==> config.mk <==
export PLATFORM = sky130hd
export DESIGN_NAME = vend_controller
export DESIGN_NICKNAME = d
export VERILOG_FILES = /design/src/rtl/vend_controller.sv
export SDC_FILE = /design/constraint.sdc
export NUM_CORES = 1
export LEC_CHECK = 0
export BUFFER_PORTS_ARGS = -buffer_cell sky130_fd_sc_hd__buf_4
export CORE_ASPECT_RATIO = 1.25
export CORE_MARGIN = 3
export CORE_UTILIZATION = 50
export CTS_CLUSTER_DIAMETER = 120
export DETAILED_ROUTE_END_ITERATION = 16
export HOLD_SLACK_MARGIN = 0.15
export PLACE_DENSITY = 0.73
export REMOVE_ABC_BUFFERS = 1
export SLEW_MARGIN = 5
export SYNTH_ARGS = -nofsm -noshare
export SYNTH_HDL_FRONTEND = slang
export SYNTH_SLANG_ARGS = --single-unit
==> constraint.sdc <==
create_clock -name clk -period 3.26 [get_ports clk]
set_input_delay 0.163 -clock clk [delete_from_list [all_inputs] [get_ports clk]]
set_output_delay 0.163 -clock clk [all_outputs]
set_load 0.01 [all_outputs]
==> src/rtl/vend_controller.sv <==
`timescale 1ns/1ps
// Credit-and-dispense controller for the lab 9 vending machine: accumulates coin credit,
// releases products and pays change one nickel per clock-enable tick.
module vend_controller #(
    parameter logic [7:0] MAX_BAL = 8'd95
) (
    input  logic       clk,
    input  logic       reset,
    input  logic       clk_en,
    input  logic [2:0] coin,
    input  logic [3:0] product,
    input  logic [7:0] cost,
    input  logic       cancel,
    output logic [7:0] balance,
    output logic       dispense,
    output logic       change,
    output logic       reject,
    output logic       deny,
    output logic       busy
);

    typedef enum logic [1:0] {
        S_IDLE,
        S_CREDIT,
        S_VEND,
        S_CHANGE
    } state_t;

    state_t     state;
    state_t     state_next;
    logic [2:0] coin_q;
    logic [3:0] product_q;
    logic       cancel_q;
    logic [2:0] coin_ev;
    logic       buy_ev;
    logic       cancel_ev;
    logic [7:0] cost_ev;

    logic [7:0] balance_next;
    logic       dispense_next;
    logic       change_next;
    logic       reject_next;
    logic       deny_next;
    logic       busy_next;

    logic       open;
    logic       cancel_go;
    logic       buy_go;
    logic       coin_go;
    logic       coin_one;
    logic       can_buy;
    logic       fits;
    logic       capture_ok;
    logic [7:0] coin_value;

    always_comb begin
        case (coin_ev)
            3'b001:  coin_value = 8'd5;
            3'b010:  coin_value = 8'd10;
            3'b100:  coin_value = 8'd25;
            default: coin_value = 8'd0;
        endcase
    end

    // Events are registered one cycle after the edge is seen; priority is cancel, purchase, coin.
    assign open       = (state == S_IDLE) || (state == S_CREDIT);
    assign cancel_go  = cancel_ev && (state == S_CREDIT);
    assign buy_go     = buy_ev && open && !cancel_go;
    assign coin_go    = (|coin_ev) && open && !cancel_go && !buy_go;
    assign coin_one   = $onehot(coin_ev);
    assign can_buy    = balance >= cost_ev;
    assign fits       = ({1'b0, balance} + {1'b0, coin_value}) <= {1'b0, MAX_BAL};
    assign capture_ok = open && (state_next != S_VEND);

    always_comb begin
        state_next = state;
        case (state)
            S_IDLE, S_CREDIT: begin
                if (cancel_go)
                    state_next = S_CHANGE;
                else if (buy_go && can_buy)
                    state_next = S_VEND;
                else if (coin_go && coin_one && fits)
                    state_next = S_CREDIT;
            end
            S_VEND:
                state_next = (balance != cost_ev) ? S_CHANGE : S_IDLE;
            S_CHANGE: begin
                if (balance == 8'd0)
                    state_next = S_IDLE;
                else if (clk_en && (balance <= 8'd5))
                    state_next = S_IDLE;
            end
            default:
                state_next = S_IDLE;
        endcase
    end

    always_comb begin
        balance_next  = balance;
        dispense_next = (state_next == S_VEND);
        change_next   = 1'b0;
        reject_next   = 1'b0;
        deny_next     = 1'b0;
        busy_next     = (state_next == S_VEND) || (state_next == S_CHANGE);
        case (state)
            S_IDLE, S_CREDIT: begin
                if (buy_go && !can_buy)
                    deny_next = 1'b1;
                if (coin_go) begin
                    if (coin_one && fits)
                        balance_next = balance + coin_value;
                    else
                        reject_next = 1'b1;
                end
            end
            S_VEND: begin
                balance_next = balance - cost_ev;
                reject_next  = |coin_ev;
            end
            S_CHANGE: begin
                reject_next = |coin_ev;
                if (clk_en && (balance != 8'd0)) begin
                    change_next  = 1'b1;
                    balance_next = balance - 8'd5;
                end
            end
            default: ;
        endcase
    end

    // Edge registers reset to ones so a button held through reset release never fires.
    always_ff @(posedge clk or negedge reset) begin
        if (!reset) begin
            state     <= S_IDLE;
            coin_q    <= '1;
            product_q <= '1;
            cancel_q  <= 1'b1;
            coin_ev   <= '0;
            buy_ev    <= 1'b0;
            cancel_ev <= 1'b0;
            cost_ev   <= '0;
            balance   <= '0;
            dispense  <= 1'b0;
            change    <= 1'b0;
            reject    <= 1'b0;
            deny      <= 1'b0;
            busy      <= 1'b0;
        end else begin
            state     <= state_next;
            coin_q    <= coin;
            product_q <= product;
            cancel_q  <= cancel;
            coin_ev   <= coin & ~coin_q;
            buy_ev    <= (|(product & ~product_q)) && $onehot(product) && (cost != 8'd0);
            cancel_ev <= cancel && !cancel_q;
            if (capture_ok && (|(product & ~product_q)))
                cost_ev <= cost;
            balance   <= balance_next;
            dispense  <= dispense_next;
            change    <= change_next;
            reject    <= reject_next;
            deny      <= deny_next;
            busy      <= busy_next;
        end
    end

endmodule
==> results_dict.tcl <==
set metrics [dict create \
    setup-tns-final_ns 0 \
    port_buffers 31 \
    crit_arrival_ns 3.22 \
    syn_area_mm2 0.002505 \
    place_ws_ns 0.1111 \
    fin_crit_sh 0.9331 \
    row_count 28 \
    hold-worst-slack_ns 0.2276 \
    nets 365 \
    fin_util 0.6522 \
    layout-drive-gt1-share 0.2400 \
    maxSlewHeadroom 0.6029 \
    dp.cells 360 \
    power_leakage_nw 1.483 \
    fin_skew_ns 0.008688 \
    postCtsSetupBuffers 0 \
    cts_tree "done" \
    slew_viol_final 0 \
    grt_overflow 0 \
    wire_per_inst_um 15.66 \
    cts-htree-levels 2 \
    grt_pass1_vias 2152 \
    synth_top_area_share 0.2697 \
    chipHeight_um 85.14 \
    root_buffer "clkbuf_8" \
    period_needed_ns 3.042 \
    synthArstFlopShare 1.000 \
    synth_flop_cell "dfrtp_1" \
    ios 32 \
    grt_pass1_wl_um 10160 \
    ir_worst_vdd_uv 543.6 \
    syn_inst 265 \
    postLayoutCellArea_mm2 0.003131 \
    hold_depth 3 \
    antenna_found_initial 0 \
    worst_slack_ns 0.2181 \
    synth_edf_count 0 \
    cp-start-kind "register" \
    worst_pin_slew_ns 0.5937 \
    critPathCaptureType "register" \
    initial_core_util 0.5219 \
    die_w_um 69.31 \
    drt_first_iter_violations 117 \
    clockBufferDepth 2 \
    routabilityCongestion 0.8876 \
    setup_violations 0 \
    grt_max_degree 36 \
    cts.sinks 35 \
    final_hold_viol_count 0 \
    drt-pass1-iter-count 4 \
    clk_pin_slew_ns 0.07 \
    num_antenna_cells 0 \
    crit_fanout 8 \
    clkLatencyLatePin_ns 0.30 \
    n_fill_cell 393 \
    maxCapViolations 0 \
    powerDensity_mw_per_mm2 938.5 \
    placedInstanceArea_mm2 0.002868 \
    crit_type "reg2reg" \
    grt.total_usage 0.2186 \
    wirelength_um 6031 \
    ys_seq_elements 35 \
    die_area_mm2 0.005900 \
    routed-via-count 2184 \
    hold_path_class "in2reg" \
    drc 0 \
    rr_worst_depth 10 \
    avgSynthCellArea_um2 9.452 \
    ant_nets 0 \
    synth_area_leader_cell "dfrtp_1" \
    required_ns 3.44 \
    yosysSeqAreaShare 0.3536 \
    synth_area_leaders "dfrtp_1 (27%), ha_1 (9.0%), dfstp_2 (8.4%), mux2_4 (4.8%), inv_1 (4.6%)" \
    area_growth_pct 24.97 \
    yosysWarnings 0 \
    viasPerCell 5.673 \
    numCtsBuffers 5 \
    status "completed" \
    core_area_mm2 0.004800 \
    fmax_mhz 328.7 \
    total_power_mw 2.938 \
    hpwl_um 4544 \
    synth.distinct_cells 55 \
    final_cells 385 \
    rsz0062_at_grt "false" \
]
[where the power goes]
| group | switching (mW) | internal (mW) | total (mW) |
|---|---|---|---|
| logic | 1.03 | 0.880 | 1.91 |
| registers | 0.134 | 0.577 | 0.711 |
| clock network | 0.166 | 0.149 | 0.315 |
| total | 1.33 | 1.61 | 2.94 |
[sequential cells by signal, indices dropped and copies added, names as in the netlist]
| name | flops |
|---|---|
| product_q | 4 |
| coin_ev | 3 |
| coin_q | 3 |
| buy_ev | 1 |
| change | 1 |
| balance | 8 |
| deny | 1 |
| state | 2 |
| dispense | 1 |
| cost_ev | 8 |
| cancel_ev | 1 |
| reject | 1 |
| cancel_q | 1 |
[routing by layer]
| metal | up-vias | track usage | routed length [um] |
|---|---|---|---|
| met1 | 1046 | 0.2754 | 2598 |
| li1 | 1071 | - | - |
| met3 | 12 | 0.03791 | 199 |
| met4 | 0 | 0.07815 | 117 |
| met5 | - | 0 | 0 |
| met2 | 55 | 0.3767 | 3116 |
[kinds of logic after synthesis]
group           share of synthesized area
compound gates                     0.2153
buf+inv                           0.06344
mux                               0.05595
flops                              0.3536
simple gates                       0.1583
xor+xnor                          0.03147
fa+ha+maj                          0.1219
[placed cells by master, fill, tap and decap left out, drive strengths merged, types with 6 or more instances in the layout]
cell         synthesis  layout
buf                  2      44
inv                 31      31
dfrtp               27      27
ha                  18      18
a21oi               17      17
nor2                17      17
dlygate4sd3          0      17
nand2               12      12
o21ai               12      12
nor2b               10      10
mux2                 8       8
dfstp                8       8
clkbuf               7       6
[cells in the mapped netlist, drive strengths merged (3+ instances only)]
cell type  number
dfrtp          27
o31ai           4
o21a            3
o311ai          3
nor2           17
o21ai          12
xnor2           5
a21oi          17
mux2            8
ha             18
nand4           5
o22ai           4
o211ai          3
a21o            5
nor2b          10
nand2          12
a31oi           4
clkbuf          7
or3             4
nor3            5
dfstp           8
fa              4
a311oi          4
xor2            4
nand3           4
nand2b          3
inv            31
a211oi          3
[final cells by class]
type | count | area [um^2] | area share
clock buffers | 6 | 72.57 | 0.02318
clock inverters | 2 | 12.51 | 0.003997
inverters | 31 | 116.4 | 0.03717
multi-input cells | 190 | 1468 | 0.4688
flip-flops and latches | 35 | 885.9 | 0.2830
well taps | 60 | 75.07 | 0.02398
repair buffers | 61 | 500.5 | 0.1599
[timing repair]
item,in CTS,in global routing
endpoints found under the setup margin,0,5
hold buffers,17,0
gates resized for setup,0,4
endpoints found under the hold margin,55,0
[final timing paths]
kind | end | startpoint | slack, ns
max | cost_ev[4] | balance[0] | 0.22
min | change | clk_en | 0.23
max reg2reg | cost_ev[4] | balance[0] | 0.22
min reg2reg | cancel_ev | cancel_q | 0.49
max in group asynchronous | product_q[1] | reset | 2.57
min in group asynchronous | balance[4] | reset | 0.35
[critical path, cell delays in order, from the launching register on]
cell	delay [ns]
dfrtp_1	0.38
inv_1	0.08
ha_1	0.17
inv_1	0.05
fa_1	0.42
a211oi_2	0.28
o21ai_1	0.11
a311o_1	0.37
nor2b_4	0.14
or3_1	0.56
mux2_4	0.38
(Power assumes the default switching activity.)
